===== config.mk =====
export PLATFORM = sky130hd
export DESIGN_NAME = afx_axis_rr_arbiter
export DESIGN_NICKNAME = d
export VERILOG_FILES = /design/src/rtl/afx_axis_pkg.sv /design/src/rtl/afx_rr_arb.sv /design/src/rtl/afx_axis_rr_arbiter.sv
export SDC_FILE = /design/constraint.sdc
export NUM_CORES = 1
export LEC_CHECK = 0
export BUFFER_PORTS_ARGS = -buffer_cell sky130_fd_sc_hd__buf_4
export CORE_MARGIN = 2
export CORE_UTILIZATION = 40
export DETAILED_ROUTE_END_ITERATION = 8
export GPL_ROUTABILITY_DRIVEN = 0
export PLACE_DENSITY = 0.78
export SLEW_MARGIN = 20
export SYNTH_ARGS = -nofsm -noshare
export SYNTH_HDL_FRONTEND = slang
export SYNTH_SLANG_ARGS = --single-unit

===== constraint.sdc =====
create_clock -name clk -period 2.35 [get_ports clk]
set_clock_uncertainty 0.05 [all_clocks]
set_input_delay 0.1175 -clock clk [delete_from_list [all_inputs] [get_ports clk]]
set_output_delay 0.1175 -clock clk [all_outputs]
set_load 0.02 [all_outputs]

===== src/rtl/afx_axis_pkg.sv =====
// Shared types and helpers for the AXI-Stream round-robin arbiter.
// rr_pick implements the double-width masked priority search used by afx_rr_arb.
package afx_axis_pkg;

  typedef enum logic [0:0] {
    IDLE = 1'b0,
    BUSY = 1'b1
  } arb_state_e;

  localparam int MAX_SRC = 16;
  localparam int MAX_IDW = 4;

  typedef struct packed {
    logic [MAX_SRC-1:0] onehot;
    logic [MAX_IDW-1:0] idx;
  } rr_pick_t;

  function automatic int id_width(input int n);
    return (n < 2) ? 1 : $clog2(n);
  endfunction

  // Requests are duplicated side by side; bits at or below ptr are masked, so the
  // lowest surviving bit is the first requester after ptr, wrapping modulo n.
  function automatic rr_pick_t rr_pick(input logic [MAX_SRC-1:0] req,
                                       input logic [MAX_IDW-1:0] ptr,
                                       input int n);
    logic [2*MAX_SRC-1:0] dbl;
    logic [2*MAX_SRC-1:0] masked;
    rr_pick_t res;
    int hit;
    int sel;
    res    = '0;
    dbl    = '0;
    masked = '0;
    hit    = -1;
    sel    = 0;
    for (int j = 0; j < 2*MAX_SRC; j++) begin
      if (j < n) begin
        dbl[j] = req[j];
      end else if (j < 2*n) begin
        dbl[j] = req[j-n];
      end else begin
        dbl[j] = 1'b0;
      end
      masked[j] = dbl[j] && (j > int'(ptr));
    end
    for (int j = 2*MAX_SRC-1; j >= 0; j--) begin
      if (masked[j]) begin
        hit = j;
      end else begin
        hit = hit;
      end
    end
    if (hit >= 0) begin
      sel = (hit >= n) ? (hit - n) : hit;
      res.idx = MAX_IDW'(sel);
      res.onehot[sel] = 1'b1;
    end else begin
      res = '0;
    end
    return res;
  endfunction

endpackage


===== src/rtl/afx_rr_arb.sv =====
// Combinational round-robin picker: first asserted request after ptr, modulo NUM_SRC.
module afx_rr_arb
  import afx_axis_pkg::*;
#(
  parameter int NUM_SRC = 4,
  parameter int ID_W    = id_width(NUM_SRC)
) (
  input  logic [NUM_SRC-1:0] i_req,
  input  logic [ID_W-1:0]    i_ptr,
  output logic [ID_W-1:0]    o_gnt_idx,
  output logic               o_gnt_vld
);

  rr_pick_t           w_pick;
  logic [MAX_SRC-1:0] w_req_ext;
  logic [MAX_IDW-1:0] w_ptr_ext;

  assign w_req_ext = MAX_SRC'(i_req);
  assign w_ptr_ext = MAX_IDW'(i_ptr);
  assign w_pick    = rr_pick(w_req_ext, w_ptr_ext, NUM_SRC);
  assign o_gnt_idx = ID_W'(w_pick.idx);
  // A winner is only reported when its index is a real source.
  assign o_gnt_vld = (|w_pick.onehot) && ({1'b0, w_pick.idx} < 5'(NUM_SRC));

endmodule


===== src/rtl/afx_axis_rr_arbiter.sv =====
// N:1 AXI-Stream round-robin arbiter with packet lock and a registered output stage
// carrying data, last and source ID.
module afx_axis_rr_arbiter
  import afx_axis_pkg::*;
#(
  parameter int NUM_SRC  = 4,
  parameter int DATA_W   = 32,
  parameter bit LOCK_PKT = 1'b1,
  parameter int ID_W     = id_width(NUM_SRC)
) (
  input  logic                      clk,
  input  logic                      rst,
  input  logic [NUM_SRC*DATA_W-1:0] s_axis_tdata,
  input  logic [NUM_SRC-1:0]        s_axis_tvalid,
  input  logic [NUM_SRC-1:0]        s_axis_tlast,
  output logic [NUM_SRC-1:0]        s_axis_tready,
  output logic [DATA_W-1:0]         m_axis_tdata,
  output logic                      m_axis_tvalid,
  output logic                      m_axis_tlast,
  output logic [ID_W-1:0]           m_axis_tid,
  input  logic                      m_axis_tready
);

  arb_state_e        r_state;
  arb_state_e        w_state_nxt;
  logic [ID_W-1:0]   r_grant;
  logic [ID_W-1:0]   w_grant_nxt;
  logic [ID_W-1:0]   r_ptr;
  logic [ID_W-1:0]   w_ptr_nxt;
  logic [ID_W-1:0]   w_pick_idx;
  logic              w_pick_vld;
  logic              w_ld;
  logic              w_accept;
  logic              w_sel_last;
  logic [DATA_W-1:0] w_sel_data;
  logic [DATA_W-1:0] r_tdata;
  logic              r_tvalid;
  logic              r_tlast;
  logic [ID_W-1:0]   r_tid;

  afx_rr_arb #(
    .NUM_SRC (NUM_SRC),
    .ID_W    (ID_W)
  ) u_rr_arb (
    .i_req     (s_axis_tvalid),
    .i_ptr     (r_ptr),
    .o_gnt_idx (w_pick_idx),
    .o_gnt_vld (w_pick_vld)
  );

  assign w_ld       = !r_tvalid || m_axis_tready;
  assign w_sel_data = s_axis_tdata[r_grant*DATA_W +: DATA_W];
  assign w_sel_last = s_axis_tlast[r_grant];
  assign w_accept   = s_axis_tvalid[r_grant] && s_axis_tready[r_grant];

  // Ready goes only to the granted source, and only when the output register can load.
  always_comb begin
    s_axis_tready = '0;
    for (int i = 0; i < NUM_SRC; i++) begin
      if ((r_state == BUSY) && (r_grant == ID_W'(i)) && w_ld && !rst) begin
        s_axis_tready[i] = 1'b1;
      end else begin
        s_axis_tready[i] = 1'b0;
      end
    end
  end

  // Next state: arbitrate in IDLE, release the grant on the closing accept in BUSY.
  always_comb begin
    w_state_nxt = r_state;
    w_grant_nxt = r_grant;
    w_ptr_nxt   = r_ptr;
    case (r_state)
      IDLE: begin
        if (w_pick_vld) begin
          w_state_nxt = BUSY;
          w_grant_nxt = w_pick_idx;
          w_ptr_nxt   = w_pick_idx;
        end else begin
          w_state_nxt = IDLE;
        end
      end
      BUSY: begin
        if (w_accept && (!LOCK_PKT || w_sel_last)) begin
          w_state_nxt = IDLE;
        end else begin
          w_state_nxt = BUSY;
        end
      end
      default: begin
        w_state_nxt = IDLE;
      end
    endcase
  end

  // Arbitration state; ptr restarts at the last source so source 0 wins first.
  always_ff @(posedge clk) begin
    if (rst) begin
      r_state <= IDLE;
      r_grant <= '0;
      r_ptr   <= ID_W'(NUM_SRC - 1);
    end else begin
      r_state <= w_state_nxt;
      r_grant <= w_grant_nxt;
      r_ptr   <= w_ptr_nxt;
    end
  end

  // Output register holds its beat while the downstream stalls.
  always_ff @(posedge clk) begin
    if (rst) begin
      r_tvalid <= 1'b0;
      r_tdata  <= '0;
      r_tlast  <= 1'b0;
      r_tid    <= '0;
    end else if (w_accept) begin
      r_tvalid <= 1'b1;
      r_tdata  <= w_sel_data;
      r_tlast  <= w_sel_last;
      r_tid    <= r_grant;
    end else if (w_ld) begin
      r_tvalid <= 1'b0;
    end
  end

  assign m_axis_tdata  = r_tdata;
  assign m_axis_tvalid = r_tvalid;
  assign m_axis_tlast  = r_tlast;
  assign m_axis_tid    = r_tid;

endmodule


==> impl_summary.log <==
INFO  metric setup_tns = 0 ns
INFO  metric drv.max_cap_violation_count = 0
INFO  metric crit_chain = inv_2 > a21oi_1 > o22ai_4 > inv_1 > ha_1 > o21ai_2 > a2111oi_4 > mux2i_4 > mux2i_1
INFO  metric antenna_diode_count = 0
INFO  metric number_of_setup_violations_in_the_final_report = 0
INFO  metric grt_first_pass_wirelength = 13,300 um
INFO  metric reg2reg_depth = 9
INFO  metric core_region_area = 6030 um^2
INFO  metric fin_crit_sh = 0.853
INFO  metric layout_common_cells = sky130_fd_sc_hd__buf_4 (181), sky130_fd_sc_hd__nand2_1 (72), sky130_fd_sc_hd__dfxtp_1 (39), sky130_fd_sc_hd__a21oi_1 (38), sky130_fd_sc_hd__mux4_2 (32)
INFO  metric cp_buf_inv_count = 2
INFO  metric max-vdd-ir-drop = 0.469 mV
INFO  metric wl_per_cell = 15.8 um
INFO  metric path_class = reg2reg
INFO  metric numClockSinks = 41
INFO  metric cpLargestDelayFamily = compound AO/OA/AOI/OAI gates
INFO  metric nNetsFinal = 568
INFO  metric hold-path-cell-count = 3
INFO  metric cts_inserted_buffers = 5
INFO  metric drt.antenna.violating_nets = 0
INFO  metric critical_path_depth = 9
INFO  metric total_setup_buffers_inserted_after_cts = 0
INFO  metric finish.cell_count_without_fillers = 502
INFO  metric post_synth_inst_count = 256
INFO  metric rsz_0062_raised_after_global_routing = false
INFO  metric number_of_port_buffers = 178
INFO  metric syn-cell-area = 2530 um^2
INFO  metric clockRootBuffer = sky130_fd_sc_hd__clkbuf_8
INFO  metric synth_nets = 397
INFO  metric power_leakage = 1.74 nW
INFO  metric hold_buffers = 0
INFO  metric cts.clk_slew.worst_paths = 0.07 ns
INFO  metric die-area = 6980 um^2
INFO  metric fmaxAchievable = 499 MHz
INFO  metric routed-via-count = 2,613
INFO  metric syn-mean-instance-area = 9.89 um^2
INFO  metric tritoncts = done
INFO  metric worst_skew_pair.late_latency = 0.28 ns
INFO  metric ys_seq_area_frac = 0.324
INFO  metric worstSetupStartpointType = flip-flop
INFO  metric postCtsResizedCells = 0
INFO  metric mostFrequentLayoutCell = sky130_fd_sc_hd__buf_4
INFO  metric layout_cells_sized_above_1 = 0.546
INFO  metric placement.cell_area = 3950 um^2
INFO  metric synth_cell_types = 30
INFO  metric synthToLayoutAreaGrowth = 59.4%
INFO  metric antenna_found_initial = 0
INFO  metric critical_path.max_stage_delay = 0.39 ns
INFO  metric place.detailed.instances = 495
INFO  metric design_area_final = 4040 um^2
INFO  metric hold_path_class = in2reg
INFO  metric drt-total-wl = 7930 um
INFO  metric synth_seq_cells = 41
INFO  metric core_rows = 28
INFO  metric drc_errors = 0
INFO  metric worstMarginPinSlew = 0.613 ns
INFO  metric data_required_time_of_the_critical_path = 2.46 ns
INFO  metric layout.area.seq = 823 um^2
INFO  metric asyncSetResetFlopFracSynth = 0
INFO  metric number_of_global_route_vias_before_repair = 2,780
INFO  metric timing.max_slew.rel_slack = 0.589
INFO  metric initial_core_util = 0.420
INFO  metric vias_per_cell = 5.21
INFO  metric worst-endpoint-arrival = 2.11 ns
INFO  metric grt_max_degree = 46
INFO  metric setup_ws_post_layout = 0.346 ns
INFO  metric die_x = 83.6 um
INFO  metric grt_overflow_total = 0
INFO  metric finalMaxSlewViolations = 0
INFO  metric outcome = complete, no violations
INFO  metric pre_cts_slack = 0.336 ns
INFO  metric synth_ff_type = sky130_fd_sc_hd__dfxtp_1
INFO  metric synth_enable_flop_cells = 0
INFO  metric multi_input_comb_area = 1590 um^2
INFO  metric chipHeight = 83.6 um
INFO  metric fillerInstances = 492
INFO  metric drt_first_iter_violations = 101
INFO  metric grtUsageTotal = 0.231
INFO  metric worstSetupEndpointType = flip-flop
INFO  metric design.portCount = 179
INFO  metric bufs_on_longest_clock_path = 2
INFO  metric power-per-cell-area = 787 nW/um^2
INFO  metric htree_num_levels = 2
INFO  metric cpMaxStageDelayCell = sky130_fd_sc_hd__a2111oi_4
INFO  metric synth-warning-count = 0
INFO  metric critical_path_peak_fanout = 5
INFO  metric tritonroute_pass_1_iters = 4
INFO  metric place_hpwl = 6330 um
INFO  metric period_needed = 2.00 ns
INFO  metric hold_viol_final = 0
## cell usage after synthesis, drive strengths merged, types with 3 or more instances
master / instances / area share
nand2: 72 / 0.11
dfxtp: 41 / 0.32
a21oi: 38 / 0.075
mux4: 32 / 0.28
buf: 16 / 0.036
nor2: 10 / 0.015
mux2i: 7 / 0.033
nand2b: 7 / 0.017
inv: 6 / 0.0089
clkbuf: 4 / 0.0059
o21ai: 4 / 0.011
a31oi: 3 / 0.0074
## logic make-up (layout without fill, tap and decap cells)
group / Yosys count / count (layout) / share of synthesized area
AO/OA/AOI/OAI: 52 / 52 / 0.135
buffers and inverters: 26 / 197 / 0.0504
adder cells (fa/ha/maj): 2 / 2 / 0.00988
AND/OR/NAND/NOR: 96 / 96 / 0.164
multiplexers: 39 / 39 / 0.317
flip-flops: 41 / 41 / 0.324
## where the power goes
| part | switching [mW] | internal (mW) |
|---|---|---|
| Clock | 0.213 | 0.233 |
| Sequential | 0.158 | 0.817 |
| Combinational | 0.785 | 0.970 |
## final timing paths
kind | from | end | slack, ns
setup reg to reg | r_ptr[1]$_SDFFE_PP1P_ | r_ptr[1]$_SDFFE_PP1P_ | 0.35
setup / recovery | r_ptr[1]$_SDFFE_PP1P_ | r_ptr[1]$_SDFFE_PP1P_ | 0.35
hold reg to reg | m_axis_tdata[7]$_SDFFE_PP0P_ | m_axis_tdata[7]$_SDFFE_PP0P_ | 0.40
hold / removal | m_axis_tready | m_axis_tvalid$_SDFFE_PP0P_ | 0.10
## worst reg2reg max path: stages, from the launching register on
cell,delay (ns)
sky130_fd_sc_hd__dfxtp_1,0.35
sky130_fd_sc_hd__inv_2,0.04
sky130_fd_sc_hd__a21oi_1,0.22
sky130_fd_sc_hd__o22ai_4,0.13
sky130_fd_sc_hd__inv_1,0.10
sky130_fd_sc_hd__ha_1,0.20
sky130_fd_sc_hd__o21ai_2,0.08
sky130_fd_sc_hd__a2111oi_4,0.39
sky130_fd_sc_hd__mux2i_4,0.16
sky130_fd_sc_hd__mux2i_1,0.16
## through the flow
stage,util,power [mW],hold WS [ns]
floorplan,-,2.18,0.265
global placement,0.656,2.72,0.363
detailed placement,0.656,2.76,0.397
CTS,0.670,3.22,0.0900
global route,0.670,3.40,0.118
finish,0.670,3.18,0.102
## state kept, by name (all words and copies together) (netlist names)
signal         count
m_axis_tvalid      1
r_grant            2
m_axis_tdata      32
m_axis_tlast       1
r_state            1
m_axis_tid         2
r_ptr              2
## cell type report
class,count,area share
Sequential cell,41,0.204
Inverter,6,0.00558
Clock buffer,7,0.0214
Timing Repair Buffer,184,0.351
Multi-Input combinational cell,189,0.394
Tap cell,75,0.0232
## layer usage
metal	vias up	GRT usage	routed length [um]
met5	-	0	0
met3	14	0.0574	509
li1	1267	-	-
met4	0	0.0630	135
met1	1229	0.264	3100
met2	103	0.428	4180
(Power assumes the default switching activity.)
